`config.mk`:
```
export PLATFORM = sky130hd
export DESIGN_NAME = rr_priority_arbiter
export DESIGN_NICKNAME = d
export VERILOG_FILES = /design/src/rtl/arb_pkg.sv /design/src/rtl/prio_pick.sv /design/src/rtl/rr_priority_arbiter.sv
export SDC_FILE = /design/constraint.sdc
export NUM_CORES = 1
export LEC_CHECK = 0
export CAP_MARGIN = 40
export CORE_MARGIN = 1.5
export CORE_UTILIZATION = 34
export DETAILED_ROUTE_END_ITERATION = 12
export HOLD_SLACK_MARGIN = 0.06
export PLACE_DENSITY_LB_ADDON = 0.25
export REMOVE_ABC_BUFFERS = 1
export SYNTH_ARGS = -nofsm -noshare
export SYNTH_HDL_FRONTEND = slang
export SYNTH_SLANG_ARGS = --single-unit
```
`constraint.sdc`:
```
create_clock -name clk -period 1.87 [get_ports clk]
set_clock_uncertainty 0.05 [all_clocks]
set_input_delay 0.187 -clock clk [delete_from_list [all_inputs] [get_ports clk]]
set_output_delay 0.187 -clock clk [all_outputs]
set_load 0.05 [all_outputs]
```
`src/rtl/arb_pkg.sv`:
```
// Shared types and helpers for the request arbiter: mode encoding and the
// round-robin pointer wrap-increment used for any source count.
package arb_pkg;

   typedef enum logic {
      ARB_FIXED = 1'b0,
      ARB_RR    = 1'b1
   } arb_mode_e;

   // Next pointer after granting idx; wraps at n, so non-power-of-two counts work.
   function automatic int unsigned ptr_wrap_inc(input int unsigned idx, input int unsigned n);
      return (idx + 1 >= n) ? 0 : idx + 1;
   endfunction

endpackage

```
`src/rtl/prio_pick.sv`:
```
// Masked priority encoder: lowest set request at or above start, falling back
// to the lowest set request overall when nothing at or above start is pending.
module prio_pick #(
   parameter int unsigned N     = 4,
   parameter int unsigned IDX_W = $clog2(N)
) (
   input  logic [N-1:0]     req,
   input  logic [IDX_W-1:0] start,
   output logic [N-1:0]     onehot,
   output logic [IDX_W-1:0] idx,
   output logic             any
);

   logic [N-1:0] mask;
   logic [N-1:0] masked;
   logic [N-1:0] pick_src;
   logic         found;

   always_comb begin
      mask = '0;
      for (int i = 0; i < int'(N); i++) begin
         mask[i] = (i >= int'(start));
      end
      masked   = req & mask;
      pick_src = (|masked) ? masked : req;

      onehot = '0;
      idx    = '0;
      found  = 1'b0;
      for (int i = 0; i < int'(N); i++) begin
         if (!found && pick_src[i]) begin
            onehot[i] = 1'b1;
            idx       = IDX_W'(i);
            found     = 1'b1;
         end
      end
      any = |req;
   end

endmodule

```
`src/rtl/rr_priority_arbiter.sv`:
```
// Registered N-way arbiter with valid/ready output slot; fixed or round-robin
// priority chosen per cycle by rr_en.
module rr_priority_arbiter
   import arb_pkg::*;
#(
   parameter int unsigned NUM_INPUTS = 4,
   parameter int unsigned DATA_WIDTH = 8,
   parameter int unsigned IDX_W      = $clog2(NUM_INPUTS)
) (
   input  logic                  clk,
   input  logic                  rst,
   input  logic                  rr_en,
   input  logic [NUM_INPUTS-1:0] req,
   input  logic [DATA_WIDTH-1:0] data_in [NUM_INPUTS],
   output logic [NUM_INPUTS-1:0] ack,
   output logic                  out_valid,
   input  logic                  out_ready,
   output logic [DATA_WIDTH-1:0] data_out,
   output logic [IDX_W-1:0]      grant
);

   localparam logic [IDX_W-1:0] StartZero = '0;

   arb_mode_e mode;

   logic [NUM_INPUTS-1:0] fix_oh, rr_oh, win_oh;
   logic [IDX_W-1:0]      fix_idx, rr_idx, win_idx;
   logic                  fix_any, rr_any, win_any;
   logic                  load;

   logic                  out_valid_q, out_valid_d;
   logic [DATA_WIDTH-1:0] data_out_q, data_out_d;
   logic [IDX_W-1:0]      grant_q, grant_d;
   logic [IDX_W-1:0]      rr_ptr_q, rr_ptr_d;

   prio_pick #(
      .N     (NUM_INPUTS),
      .IDX_W (IDX_W)
   ) u_pick_fixed (
      .req    (req),
      .start  (StartZero),
      .onehot (fix_oh),
      .idx    (fix_idx),
      .any    (fix_any)
   );

   prio_pick #(
      .N     (NUM_INPUTS),
      .IDX_W (IDX_W)
   ) u_pick_rr (
      .req    (req),
      .start  (rr_ptr_q),
      .onehot (rr_oh),
      .idx    (rr_idx),
      .any    (rr_any)
   );

   always_comb begin
      mode = arb_mode_e'(rr_en);
      unique case (mode)
         ARB_RR: begin
            win_oh  = rr_oh;
            win_idx = rr_idx;
            win_any = rr_any;
         end
         default: begin
            win_oh  = fix_oh;
            win_idx = fix_idx;
            win_any = fix_any;
         end
      endcase

      // Reset suppresses the capture so no ack escapes in the reset cycle.
      load = win_any && (!out_valid_q || out_ready) && !rst;
      ack  = load ? win_oh : '0;

      out_valid_d = out_valid_q;
      data_out_d  = data_out_q;
      grant_d     = grant_q;
      rr_ptr_d    = rr_ptr_q;
      if (load) begin
         out_valid_d = 1'b1;
         data_out_d  = data_in[win_idx];
         grant_d     = win_idx;
         rr_ptr_d    = IDX_W'(ptr_wrap_inc(32'(win_idx), NUM_INPUTS));
      end else if (out_ready) begin
         out_valid_d = 1'b0;
      end
   end

   always_ff @(posedge clk) begin
      if (rst) begin
         out_valid_q <= 1'b0;
         data_out_q  <= '0;
         grant_q     <= '0;
         rr_ptr_q    <= '0;
      end else begin
         out_valid_q <= out_valid_d;
         data_out_q  <= data_out_d;
         grant_q     <= grant_d;
         rr_ptr_q    <= rr_ptr_d;
      end
   end

   assign out_valid = out_valid_q;
   assign data_out  = data_out_q;
   assign grant     = grant_q;

endmodule
```
## Word-level counts from Yosys, hierarchy flattened

Index checks and enable logic that the tools add are counted.

- Input bits: 40
- Bits in registers: 13
- Output and inout port bits: 15

- Bitwise operators: 2
- Order comparisons: 5
- Muxes and demuxes: 28
- Add/sub/neg operators: 1
- Reduce and logical (&&, ||, !) cells: 20

Operator list:

| cell | count |
|---|---|
| binary-select mux 8 bit (select 2 bit) | 1 |
| 2-to-1 mux 1 bit | 16 |
| 2-to-1 mux 8 bit | 2 |
| 2-to-1 mux 2 bit | 6 |
| 2-to-1 mux 4 bit | 3 |
| logical AND 1 bit | 8 |
| zero test 1 bit | 8 |
| OR reduction 4 bit | 2 |
| >= comparator 3 bit (second input constant) | 2 |
| AND 4 bit | 1 |
| >= comparator 1 x 2 -> 1 bit (first input constant) | 2 |
| adder 2 x 1 -> 3 bit (second input constant) | 1 |
| NOT 2 -> 3 bit | 1 |
| >= comparator 2 bit (first input constant) | 1 |
| nonzero test 2 bit | 1 |
| logical OR 1 bit | 1 |

## Depth between registers and ports, before layout

Gate-level depths: netlist (run 1).

- Word-level depth: 19
- Mapped depth: 8
- Mapped depth without buffers: 6

## Hierarchy

A second synthesis (run 1) with hierarchy kept.

- Cell total of the unflattened synthesis: 137
- Area, all modules: 1,290.0 um^2

Modules (own cells, without submodules):

| module | instances | area an instance (um^2) | cells an instance |
|---|---|---|---|
| rr_priority_arbiter | 1 | 834.6 | 71 |
| prio_pick | 2 | 227.7 | 33 |

## Least setup slack after synthesis (run 1)

OpenSTA, ideal clock, no wires.

- Path kind: flip-flop to output port
- Start: register out_valid_q, in the netlist out_valid
- End: output ack[3]
- Arrival time: 1.829 ns
- Path buffers: 1
- Slack: -0.196 ns
- Cell stages (with the launch flop): 6
- Path through: dfxtp_1 -> nand2b_1 -> and2_1 -> nand2b_1 -> buf_2 -> a21oi_1

- Cells in the longest elaborated chain, start to end: 5

Ends and longest elaborated chain:

| element | RTL line | source |
|---|---|---|
| start: declaration | rr_priority_arbiter.sv:31 | `logic out_valid_q, out_valid_d;` |
| start signal: assignment | rr_priority_arbiter.sv:98 | `out_valid_q <= out_valid_d;` |
| zero test 1 bit | rr_priority_arbiter.sv:74 | `load = win_any && (!out_valid_q \|\| out_ready) && !rst;` |
| logical OR 1 bit | rr_priority_arbiter.sv:74 |  |
| logical AND 1 bit (2 in a row) | rr_priority_arbiter.sv:74 |  |
| 2-to-1 mux 4 bit | rr_priority_arbiter.sv:75 | `ack = load ? win_oh : '0;` |
| end: declaration | rr_priority_arbiter.sv:15 | `output logic [NUM_INPUTS-1:0] ack,` |

Every way passes these cells.

## Worst setup path in the final report (run 1)

- Start: register rr_ptr_q[1]
- End: register data_out_q[5], in the netlist data_out[5]

- Cells in the longest elaborated chain, start to end: 19

Ends and longest elaborated chain:

| element | RTL line | source |
|---|---|---|
| start: declaration | rr_priority_arbiter.sv:34 | `logic [IDX_W-1:0] rr_ptr_q, rr_ptr_d;` |
| start signal: assignment | rr_priority_arbiter.sv:101 | `rr_ptr_q <= rr_ptr_d;` |
| >= comparator 1 x 2 -> 1 bit / >= comparator 2 bit (equally long branches) | prio_pick.sv:22 | `mask[i] = (i >= int'(start));` |
| AND 4 bit (*) | prio_pick.sv:24 | `masked = req & mask;` |
| OR reduction 4 bit | prio_pick.sv:25 | `pick_src = (\|masked) ? masked : req;` |
| 2-to-1 mux 4 bit (*) | prio_pick.sv:25 |  |
| 2-to-1 mux 1 bit | prio_pick.sv:31 | `if (!found && pick_src[i]) begin` |
| zero test 1 bit | prio_pick.sv:31 |  |
| logical AND 1 bit | prio_pick.sv:31 |  |
| 2-to-1 mux 1 bit | prio_pick.sv:31 |  |
| (+2 left out) | n/a |  |
| 2-to-1 mux 1 bit | prio_pick.sv:31 |  |
| zero test 1 bit | prio_pick.sv:31 |  |
| logical AND 1 bit | prio_pick.sv:31 |  |
| 2-to-1 mux 2 bit (*) | prio_pick.sv:31 |  |
| 2-to-1 mux 2 bit (*) | rr_priority_arbiter.sv:60 | `unique case (mode)` |
| NOT 2 -> 3 bit (not written as such) (*) | rr_priority_arbiter.sv:83 | `data_out_d = data_in[win_idx];` |
| binary-select mux 8 bit (select 2 bit) (*) | rr_priority_arbiter.sv:83 |  |
| 2-to-1 mux 8 bit (not written as such) (*) (2 in a row) | rr_priority_arbiter.sv:83 |  |
| end signal: assignment | rr_priority_arbiter.sv:99 | `data_out_q <= data_out_d;` |
| end: declaration | rr_priority_arbiter.sv:32 | `logic [DATA_WIDTH-1:0] data_out_q, data_out_d;` |

Every way passes the cells marked *; elsewhere a longest branch is shown, timed or not. The select of a mux whose other input is x is not followed.
A chain may end at the register's enable or synchronous reset.

==> results of run 1 <==
critical path: stages (launching register included):
cell and delay (ns):
dfxtp_4 0.40, a21oi_4 0.07, o2111ai_4 0.24, o211ai_4 0.14
buf_12 0.15, buf_16 0.12, buf_4 0.13, mux2_4 0.29
nand2_1 0.08, a21oi_2 0.05
through the flow:
step	util, %	power [mW]	hold slack, ns
2_1_floorplan	-	0.579	0.206
3_3_place_gp	63.0	0.821	0.386
3_5_place_dp	63.0	0.837	0.401
4_1_cts	68.6	1.06	0.415
5_1_grt	71.8	1.15	0.450
6_report	71.8	1.11	0.422
synth_stat cells (3+ instances only):
cell type / count / area [um2]
dfxtp_1: 13 / 260
nor2_1: 6 / 22.5
buf_2: 4 / 20.0
nand2_1: 12 / 45.0
a21oi_1: 12 / 60.1
a22oi_1: 6 / 45.0
and2_1: 3 / 18.8
o21a_1: 3 / 22.5
mux2_2: 7 / 78.8
mux2_1: 5 / 56.3
state kept, by name, indices dropped and copies added (netlist names):
signal     count
grant          2
out_valid      1
data_out       8
rr_ptr_q       2
kinds of logic after synthesis:
logic type,after synthesis,synth area share (%)
flops,13,27.2
compound gates,37,29.2
buf+inv,10,6.80
mux,16,19.4
simple gates,33,17.4
report_power, final:
part,switching (mW),internal (mW)
Clock,0.0942,0.0826
Sequential,0.0257,0.306
Combinational,0.279,0.319
what timing repair did:
action,4_1_cts,5_1_grt
cloned,1,0
resized for setup,19,21
pin swaps,5,2
endpoints found under the setup margin,12,10
buffers inserted,4,1
per-layer routing:
layer / vias up / track usage [%]
met3: 8 / 4.42
met1: 569 / 23.5
met5: - / 0
met2: 57 / 40.7
li1: 567 / -
met4: 0 / 11.6
final cells by class:
class                   count  area [um2]
fillers                   207         764
inverters                   2        7.51
well taps                  31        38.8
flip-flops and latches     13         268
repair buffers             87         862
clock buffers               4        26.3
multi-input cells          86         743
final timing paths:
kind	start	to	slack, ns	depth (start not counted)
hold / removal	data_out[3]	data_out[3]	0.42	2
setup / recovery	rr_ptr_q[1]	data_out[5]	0.05	9
setup reg to reg	rr_ptr_q[1]	data_out[5]	0.05	9
hold reg to reg	data_out[3]	data_out[3]	0.42	2
==> run metrics, run 1 <==
CP Launch Type register; ys flop type dfxtp_1; status complete, no violations; Slew @ Worst Pin 0.518 ns; vias 1,201; worst-path maximum fanout 6; Core Footprint 2710 um2; Post-Syn Area per Cell 8.77 um2; Ports 55; DRC 0; Setup-failing EPs final 0; yosys warns 0; EDFF count, synth 0; Core Rows 19; Detailed Route WL approximately 3.6 mm; PortBufs 54; clk buf depth 2; Leakage about 0.80 nW; vias in the first global route approximately 1,200; final worst slack 0.0464 ns; via/cell ratio 5.39; antenna violations before repair 0; #FFs+latches synth 13; total track usage between 20 and 25%; Worst EP arrival 1.94 ns; Area Overhead vs Synth 104%; synth unique cells 38; # clock sinks 13; grt total ovfl 0; first-pass GRT wire length 5.47 mm; crit end category register; Max Used Layer met4; Iter 0 DRT Violations 40; cts hold-fix bufs 0; pre-CTS setup slack -0.422 ns; Crit Path Category reg -> reg; commonest non-fill, non-tap cell in the layout clkdlybuf4s50_1; final worst-path cycle share 97.5%; Max VDD drop 0.434 mV; Design Area, Final 1950 um2; ratio of cells with drive above 1 in the final layout 42.7%; Reg clk slew, reported paths 0.09 ns; Routed wire per std cell 16.1 um; Placer Congestion roughly 0.82; met1 WL 1.36 mm; setup TNS 0 ns; clock latency on the worst-skew pair 0.27 ns; Final #Nets between 200 and 250; Starting Density between 30% and 40%; Max H-tree Level 1; PwrDens about 570 nW/um2; fmax roughly 0.55 GHz; Die X about 56 um; final cell count without fillers 223; Post-Synthesis Cells 109; remaining antenna violation count 0; Worst EP required 1.98 ns; routed wl met2 1.98 mm; DP Wirelength between 2 and 3 mm; largest net degree at the start of global routing 10; routed length on met3 188 um; CTS tree done; Final Hold Viols 0; Mapped Area 956 um2; Die H 56.0 um; unrepaired setup endpoints after global routing true; Max Slew Vio Count 0; Max Cap Viol 0; register area share after synthesis 27.2%; Post-Place Cells roughly 210; diodes inserted 0; DRT Pass-1 Iters 4; Num CTS Buffers 3; die area around 3100 um2; post-route minimum period 1.82 ns; most frequent cells in the layout 45 x clkdlybuf4s50_1, 28 x buf_4, 11 x dfxtp_1; Hold/Removal Path Class reg -> reg; Post-DP Area 1710 um2; Slew headroom 65.3%; Async SR Flop Fraction 0%; Root Driver clkbuf_4
Power figures use the tool's default switching activity.
==> run 2: changes to the inputs <==
- CORE_ASPECT_RATIO: unset -> 1.1
- CTS_CLUSTER_SIZE: unset -> 14
==> run metrics, run 2 (synthesized netlist as in run 1, its figures left out) <==
status complete, no violations; Die H 58.6 um; via/cell ratio 5.09; Critical path buffers and inverters 4; pre-CTS setup slack -0.434 ns; Slowest-stage cell, CP clkdlybuf4s50_1; Area Overhead vs Synth 92.9%; diodes inserted 0; r2r endpoint data_out[7]; utilization after layout 71.2%; DRT Pass-1 Iters 4; Max Cap Viol 0; Hold/Removal Path Class reg -> reg; crit end category primary output; first-pass GRT wire length 4.91 mm; Max Slew Vio Count 0; crit-path cells clkdlybuf4s50_1 -> buf_4 -> a2bb2oi_1 -> buf_4 -> nor2_1 -> o211a_1 -> buf_12; clk buf depth 2; Core Rows 19; Core Footprint 2590 um2; Iter 0 DRT Violations 23; most frequent cells in the layout 46 x clkdlybuf4s50_1, 29 x buf_4, 12 x nand2_1, 12 x dfxtp_1, 10 x a21oi_1; Worst Setup EP ack[2]; worst-path maximum fanout 5; Die X around 54 um; Detailed Route WL 3.02 mm; worst hold stages 2; ratio of cells with drive above 1 in the final layout around 37%; grt total ovfl 0; cts hold-fix bufs 0; PortBufs 54; Final #Nets 231; Worst path top cell family by delay buffers and inverters; fmax 0.549 GHz; Max VDD drop 0.416 mV; die area 3140 um2; Ports between 50 and 60; DRC 0; Setup-failing EPs final 0; FF-to-FF path depth 8; vias approximately 1,100; Final Hold Viols 0; Worst EP required 1.63 ns; post-route minimum period 1.82 ns; Placer Congestion 0.749; Routed wire per std cell 13.7 um; total track usage 20.9%; largest net degree at the start of global routing 10; antenna violations before repair 0; unrepaired setup endpoints after global routing true; commonest non-fill, non-tap cell in the layout clkdlybuf4s50_1; Root Driver clkbuf_4; Slew @ Worst Pin 0.530 ns; vias in the first global route 1,134; PwrDens 559 nW/um2; Leakage about 0.76 nW; Crit Path Category in -> out; DP Wirelength 2.30 mm; Num CTS Buffers 3; Worst path depth 7; register-to-register setup slack 0.05 ns; CTS tree done; Reg clk slew, reported paths 0.09 ns; final worst slack 0.0471 ns; remaining antenna violation count 0; Max H-tree Level 1; worst r2r src rr_ptr_q[1]; clock latency on the worst-skew pair approximately 0.28 ns; CP peak stage delay 0.43 ns; final worst-path cycle share 97.5%; Worst EP arrival 1.59 ns; max reg flops 8; Slew headroom 64.6%; start point of the critical path rr_en; Starting Density 36.9%; # clock sinks 13; Most common cell on crit path buf_4; CP Launch Type primary input
## run 2: how the worst min path moves through the flow
stage | slack [ns] | endpoint | start
after detailed placement | 0.41 | grant[0] | grant[0]
after global placement | 0.38 | data_out[3] | data_out[3]
final | 0.42 | grant[0] | grant[0]
after floorplan | 0.21 | data_out[1] | rst
after CTS | 0.42 | data_out[3] | data_out[3]
after global routing | 0.46 | grant[1] | grant[1]
## run 2: where the power goes
| part | internal, mW | leakage (nW) | switching [mW] |
|---|---|---|---|
| Clock | 0.0826 | 0.0150 | 0.0916 |
| Combinational | 0.279 | 0.633 | 0.252 |
| Sequential | 0.306 | 0.108 | 0.0207 |
## run 2: worst min-delay path: stages (launching register included)
cell	delay, ns
dfxtp_1	0.32
nand3_1	0.06
nand2_1	0.05
## run 2: area by class of cell
cell class | count | area (um2)
clock buffers | 4 | 26.3
inverters | 2 | 7.51
repair buffers | 85 | 821
well taps | 31 | 38.8
multi-input cells | 86 | 689
fillers | 208 | 747
flip-flops and latches | 13 | 262
## run 2: layer usage
metal	GRT usage (%)	wire (um)
met5	0	0
met2	36.3	1550
met1	25.0	1290
met4	6.59	13
met3	5.08	166
## run 2: stage by stage
step / cells / TNS, ns / power, mW / cell area (um2) / hold slack, ns
after floorplan: 101 / -1.17 / 0.579 / 898 / 0.206
after global placement: 214 / -3.41 / 0.819 / 1730 / 0.383
after detailed placement: 214 / -4.21 / 0.828 / 1730 / 0.407
after CTS: 220 / 0 / 1.02 / 1820 / 0.420
after global routing: 221 / -0.0243 / 1.09 / 1840 / 0.464
final: 221 / 0 / 1.03 / 1840 / 0.417
## run 2: repair_timing
item | 4_1_cts | 5_1_grt
gates cloned | 0 | 0
endpoints found under the hold margin | 0 | 0
gates resized for setup | 13 | 8
endpoints found under the setup margin | 11 | 9
buffers inserted | 2 | 1
pin swaps | 3 | 4
